[config.mk]
export PLATFORM = sky130hd
export DESIGN_NAME = instr_loader
export DESIGN_NICKNAME = d
export VERILOG_FILES = /design/src/rtl/loader_pkg.sv /design/src/rtl/word_assembler.sv /design/src/rtl/instr_loader.sv
export SDC_FILE = /design/constraint.sdc
export NUM_CORES = 1
export LEC_CHECK = 0
export CAP_MARGIN = 5
export CORE_AREA = 2 2 101 103
export CTS_BUF_LIST = sky130_fd_sc_hd__clkbuf_4 sky130_fd_sc_hd__clkbuf_8 sky130_fd_sc_hd__clkbuf_16
export DETAILED_ROUTE_END_ITERATION = 7
export DIE_AREA = 0 0 103 105
export PLACE_DENSITY = 0.85
export SYNTH_ARGS = -nofsm -noshare
export SYNTH_HDL_FRONTEND = slang
export SYNTH_SLANG_ARGS = --single-unit
[constraint.sdc]
create_clock -name clk -period 2.6 [get_ports clk]
set_clock_uncertainty 0.15 [all_clocks]
set_input_delay 0.52 -clock clk [delete_from_list [all_inputs] [get_ports clk]]
set_output_delay 0.52 -clock clk [all_outputs]
set_load 0.02 [all_outputs]
[src/rtl/loader_pkg.sv]
// Shared types and constants for the boot-time instruction loader.
package loader_pkg;

  typedef enum logic [2:0] {
    StHdrLo,
    StHdrHi,
    StData,
    StCheck,
    StDone,
    StError
  } state_e;

  localparam int unsigned HdrBytes  = 2;
  localparam int unsigned WordBytes = 4;

endpackage

[src/rtl/word_assembler.sv]
// Packs a byte stream into little-endian words; word_valid_o pulses with the last byte of a word.
module word_assembler
  import loader_pkg::*;
(
  input  logic                   clk,
  input  logic                   rst_n,
  input  logic                   clear_i,
  input  logic                   byte_valid_i,
  input  logic [7:0]             byte_i,
  output logic                   word_valid_o,
  output logic [WordBytes*8-1:0] word_o
);

  localparam int unsigned LaneW = $clog2(WordBytes);
  localparam int unsigned PackW = (WordBytes - 1) * 8;

  logic [LaneW-1:0] lane_q, lane_d;
  logic [PackW-1:0] pack_q, pack_d;
  logic             last_lane;

  assign last_lane    = (lane_q == LaneW'(WordBytes - 1));
  assign word_valid_o = byte_valid_i && last_lane;
  // Earlier bytes sit in the low lanes, the completing byte lands on top.
  assign word_o       = {byte_i, pack_q};

  always_comb begin
    lane_d = lane_q;
    pack_d = pack_q;
    if (clear_i) begin
      lane_d = '0;
    end else if (byte_valid_i) begin
      lane_d = last_lane ? '0 : lane_q + 1'b1;
      pack_d = {byte_i, pack_q[PackW-1:8]};
    end
  end

  always_ff @(posedge clk or negedge rst_n) begin
    if (!rst_n) begin
      lane_q <= '0;
      pack_q <= '0;
    end else begin
      lane_q <= lane_d;
      pack_q <= pack_d;
    end
  end

endmodule

[src/rtl/instr_loader.sv]
// Boot loader: writes a counted, XOR-checksummed byte image into instruction memory
// and keeps the CPU in reset until the image is accepted.
module instr_loader
  import loader_pkg::*;
#(
  parameter int unsigned ADDR_WIDTH = 8
) (
  input  logic        clk,
  input  logic        rst_n,
  input  logic        in_valid,
  input  logic [7:0]  in_data,
  output logic        in_ready,
  output logic        mem_we,
  output logic [31:0] mem_addr,
  output logic [31:0] mem_wdata,
  output logic        cpu_rst,
  output logic        done,
  output logic        err
);

  localparam int unsigned MaxWords = 2 ** ADDR_WIDTH;
  localparam int unsigned IdxW     = ADDR_WIDTH + 1;
  localparam int unsigned CntW     = 17;

  state_e            state_q, state_d;
  logic [7:0]        count_lo_q, count_lo_d;
  logic [15:0]       count_q, count_d;
  logic [IdxW-1:0]   idx_q, idx_d;
  logic [7:0]        csum_q, csum_d;
  logic              rdy_q;
  logic              mem_we_q;
  logic [31:0]       mem_addr_q, mem_wdata_q;

  logic              accept;
  logic              loading;
  logic [15:0]       hdr_count;
  logic              asm_clear, asm_valid, word_valid;
  logic [31:0]       word;

  word_assembler u_word_assembler (
    .clk          (clk),
    .rst_n        (rst_n),
    .clear_i      (asm_clear),
    .byte_valid_i (asm_valid),
    .byte_i       (in_data),
    .word_valid_o (word_valid),
    .word_o       (word)
  );

  assign loading   = (state_q == StHdrLo) || (state_q == StHdrHi) ||
                     (state_q == StData)  || (state_q == StCheck);
  // rdy_q keeps in_ready low while reset is asserted even though state is already StHdrLo.
  assign in_ready  = rdy_q && loading;
  assign accept    = in_valid && in_ready;
  assign hdr_count = {in_data, count_lo_q};

  assign mem_we    = mem_we_q;
  assign mem_addr  = mem_addr_q;
  assign mem_wdata = mem_wdata_q;
  assign cpu_rst   = (state_q != StDone);
  assign done      = (state_q == StDone);
  assign err       = (state_q == StError);

  always_comb begin
    state_d    = state_q;
    count_lo_d = count_lo_q;
    count_d    = count_q;
    idx_d      = idx_q;
    csum_d     = csum_q;
    asm_clear  = 1'b0;
    asm_valid  = 1'b0;
    unique case (state_q)
      StHdrLo: begin
        if (accept) begin
          count_lo_d = in_data;
          state_d    = StHdrHi;
        end
      end
      StHdrHi: begin
        if (accept) begin
          count_d   = hdr_count;
          idx_d     = '0;
          csum_d    = '0;
          asm_clear = 1'b1;
          if (CntW'(hdr_count) > CntW'(MaxWords)) begin
            state_d = StError;
          end else if (hdr_count == 16'd0) begin
            state_d = StCheck;
          end else begin
            state_d = StData;
          end
        end
      end
      StData: begin
        if (accept) begin
          asm_valid = 1'b1;
          csum_d    = csum_q ^ in_data;
          if (word_valid) begin
            idx_d = idx_q + 1'b1;
            if (CntW'(idx_d) == CntW'(count_q)) begin
              state_d = StCheck;
            end
          end
        end
      end
      StCheck: begin
        if (accept) begin
          state_d = (in_data == csum_q) ? StDone : StError;
        end
      end
      StDone, StError: ;
      default: state_d = StError;
    endcase
  end

  always_ff @(posedge clk or negedge rst_n) begin
    if (!rst_n) begin
      state_q     <= StHdrLo;
      count_lo_q  <= '0;
      count_q     <= '0;
      idx_q       <= '0;
      csum_q      <= '0;
      rdy_q       <= 1'b0;
      mem_we_q    <= 1'b0;
      mem_addr_q  <= '0;
      mem_wdata_q <= '0;
    end else begin
      state_q    <= state_d;
      count_lo_q <= count_lo_d;
      count_q    <= count_d;
      idx_q      <= idx_d;
      csum_q     <= csum_d;
      rdy_q      <= 1'b1;
      mem_we_q   <= word_valid;
      if (word_valid) begin
        mem_addr_q  <= 32'({idx_q, 2'b00});
        mem_wdata_q <= word;
      end
    end
  end

endmodule

==> impl_summary.txt <==
----------------------------------------------------
[Status]
  Outcome ... finished, final reports clean

[Placement]
  Count of buffers from port buffering ... 56
  Post-placement cell count ... 685
  Detailed placement HPWL ... ~7.6 mm
  Final weighted congestion in routability-driven placement ... 0.8469
  Setup slack after placement ... 0.02014 ns

[Global routing]
  Pin count of the biggest net entering global routing ... 50
  Antenna violations before repair ... 0
  Total global routing overflow ... 0
  Wire length of the first global-routing pass ... 19.26 mm
  Overall Global Routing Usage ... 22.97%
  Number of global-route vias before repair ... 3953

[Floorplan]
  Die Y-Extent ... 105 um
  Initial standard-cell utilization of the core ... approximately 53%
  Core region area ... around 9600 um^2
  Die footprint ... 10820 um^2
  Core Rows ... 36
  Number of I/O pins ... 80
  Overall die width ... 103 um

[Yosys]
  Unique masters post-synth ... 46
  Number of flip-flops and latches in the synthesized netlist ... 113
  Cell types occupying the most area after synthesis ... dfrtp_1, nand2_1, mux2_2
  Sequential element share of the synthesized area ... 55.14%
  Number of instances in the synthesized netlist ... 501
  Commonest register cell after synthesis ... dfrtp_1
  Post-synth EDFFs ... 0
  Ys Warns ... 0
  Cell area after technology mapping ... slightly above 5000 um^2
  Post-synth top area cell ... dfrtp_1
  Synthesized area divided by synthesized cell count ... 10.24 um^2
  Post-synth ARST share ... 100.0%
  Top-area cell type share of the netlist area ... between 50% and 60%

[Clock tree]
  CTS Root Buffer Type ... clkbuf_8
  Clock-pin transition on the worst setup and hold timing paths ... 0.06 ns
  CTS HTree Levels ... 4
  Count of buffers added by post-CTS timing repair for setup ... 0
  Number of sinks on the clock net ... 113
  Maximum buffer depth of the clock tree ... 2
  Number of clock buffers inserted by TritonCTS ... 17
  CTS tree ... done
  Clock network latency to the later pin of the worst-skew pair ... 0.51 ns

[Min path]
  Cell depth of the worst hold path ... 2
  Start point of the worst hold path ... mem_wdata[4]
  Worst-case hold path end point ... mem_wdata[4]
  Path class of the lowest-slack min-delay path ... reg -> reg

[Timing]
  RSZ-0062 raised after global routing ... false
  Number of hold-slack violations in the final timing report ... 0
  Final Cycle Share ... 91.82%
  Sum of negative setup slack ... 0 ns
  Post-layout minimum cycle time ... 2.387 ns
  Highest achievable clock rate ... 418.9 MHz
  Worst slew slack as a fraction of its limit ... 65.16%
  Post-route setup slack ... 0.2128 ns
  Setup violations, final ... 0
  Worst Max-Slew Pin Slew ... 0.5179 ns
  Number of pins exceeding their max-slew limit in the final report ... 0

[Detailed routing]
  Average wire per cell in the routed design ... 16.09 um
  Iteration-0 DRC count of the detailed router ... between 200 and 250
  DRC violation count after routing ... 0
  Detailed Route WL ... 11.55 mm
  ANT nets after route ... 0
  First-pass iteration count of the detailed router ... 4
  Via-to-Cell Ratio ... 5.389
  Vias post-DR ... 3869

[Critical path]
  WP data required ... slightly below 2 ns
  Data arrival time of the worst path ... 1.72 ns
  Nature of the critical path endpoint ... output pin
  FF-to-FF End ... state_q[0]
  Worst Reg-to-Reg Cells ... 7
  Kind of critical path ... reg -> out
  Reg2Reg Setup Slack ... approximately 0.28 ns
  Startpoint of the lowest-slack register-to-register path ... idx_q[1]
  Type of origin of the critical path ... flip-flop
  CP Max Fanout ... 8

[Cells and area]
  Non-filler cells in the finished layout ... 718
  Final #Nets ... 585
  Diodes inserted ... 0
  Relative area change from synthesis to final layout ... 25.03%
  Layout cells sized above 1 ... 16.58%
  Utilization after layout ... 66.52%

[Power and ir drop]
  Peak supply drop ... roughly 410 uV
  Static leakage ... approximately 3.2 nW
  Pwr/cell area ... 644.0 nW/um^2

[Run]
  Number of max-cap violations ... 0

----------------------------------------------------
==> routing by layer <==
| layer | vias to the layer above | global-route usage [%] | part of all wire [%] |
|---|---|---|---|
| met4 | 0 | 10.24 | 2.8 |
| met2 | 155 | 36.73 | 50 |
| met1 | 1916 | 29.21 | 41 |
| met5 | - | 0 | 0 |
| li1 | 1767 | - | - |
| met3 | 31 | 5.819 | 5.7 |
==> critical path: stages, from the launching register on <==
cell and delay [ns]:
dfrtp_1 0.45, nor2_1 0.20, nand2_1 0.16, inv_1 0.08
dlygate4sd2_1 0.33
==> kinds of logic after synthesis <==
logic type               count (synthesis)  share of synthesized area [%]
buffers and inverters                   50                          6.294
AND/OR/NAND/NOR                        220                          18.25
flip-flops                             113                          55.14
multiplexers                            41                          10.15
XOR/XNOR                                17                          2.903
other                                    2                         0.1464
AO/OA/AOI/OAI                           56                          6.636
adder cells (fa/ha/maj)                  2                         0.4878
==> cells in the final DEF, fill, tap and decap left out, types with 10 or more instances in the layout <==
cell,instances
xnor2_1,14
nor2_1,17
o21ai_1,10
mux2_2,24
nand2_1,166
mux2_4,16
clkbuf_16,16
clkdlybuf4s50_1,52
o21ai_0,25
conb_1,24
buf_4,15
dfrtp_1,112
==> state kept, by name (all words and copies together) (netlist names) <==
signal / flops
mem_we: 1
idx_q: 9
csum_q: 8
u_word_assembler.lane_q: 2
u_word_assembler.pack_q: 24
mem_wdata: 32
mem_addr: 9
state_q: 3
count_q: 16
rdy_q: 1
count_lo_q: 8
==> Yosys cell counts (2+ instances only) <==
cell      instances
a21oi_1           5
a31oi_1           3
and2_1            3
buf_2             9
buf_4            25
buf_6             4
clkbuf_1          7
conb_1            2
dfrtp_1         113
ha_1              2
inv_1             4
mux2_2           24
mux2_4           16
nand2_1         166
nand3_1           6
nand4_1           3
nor2_1           17
nor2b_1           6
nor3b_1           2
nor4_1            6
o21ai_0          25
o21ai_1          10
o31ai_1           2
or3_1             4
xnor2_1          14
xor2_1            3
==> how the worst max path moves through the flow <==
stage	to	slack, ns	depth (start not counted)	from
final	done	0.21	4	state_q[0]
after global routing	state_q[0]	0.12	7	idx_q[1]
after CTS	cpu_rst	0.04	3	state_q[0]
after detailed placement	state_q[0]	0.02	7	in_data[3]
after global placement	state_q[0]	0.11	7	in_data[1]
after floorplan	state_q[0]	0.51	7	idx_q[0]
==> metrics by stage <==
| stage | total power (W) | hold slack [ns] | area, um^2 |
|---|---|---|---|
| floorplan | 0.001859 | 0.07441 | 5211 |
| global placement | 0.001906 | 0.3056 | 5817 |
| detailed placement | 0.001909 | 0.3132 | 5817 |
| CTS | 0.004146 | 0.3269 | 6410 |
| global route | 0.004245 | 0.3383 | 6412 |
| finish | 0.004130 | 0.3224 | 6412 |
==> report_power, final <==
group | internal [W] | switching (W)
Combinational | 0.0000304 | 0.0000877
Sequential | 0.00176 | 0.000000974
Clock | 0.00146 | 0.000784
Total | 0.00326 | 0.000873
==> final cells by class <==
class / count / area [um^2]
Clock inverter: 9 / 106.4
Timing Repair Buffer: 75 / 753.2
Multi-Input combinational cell: 360 / 2061
Sequential cell: 113 / 2829
Clock buffer: 23 / 478.0
Fill cell: 684 / 3227
Inverter: 5 / 18.77
Tap cell: 133 / 166.4
==> repair_timing <==
action                                 in CTS  in global routing
hold buffers                                1                  0
pin swaps                                   0                  0
resized for setup                           3                  1
setup endpoints to repair                   3                  1
endpoints found under the hold margin      38                  0
(Power assumes the default switching activity.)
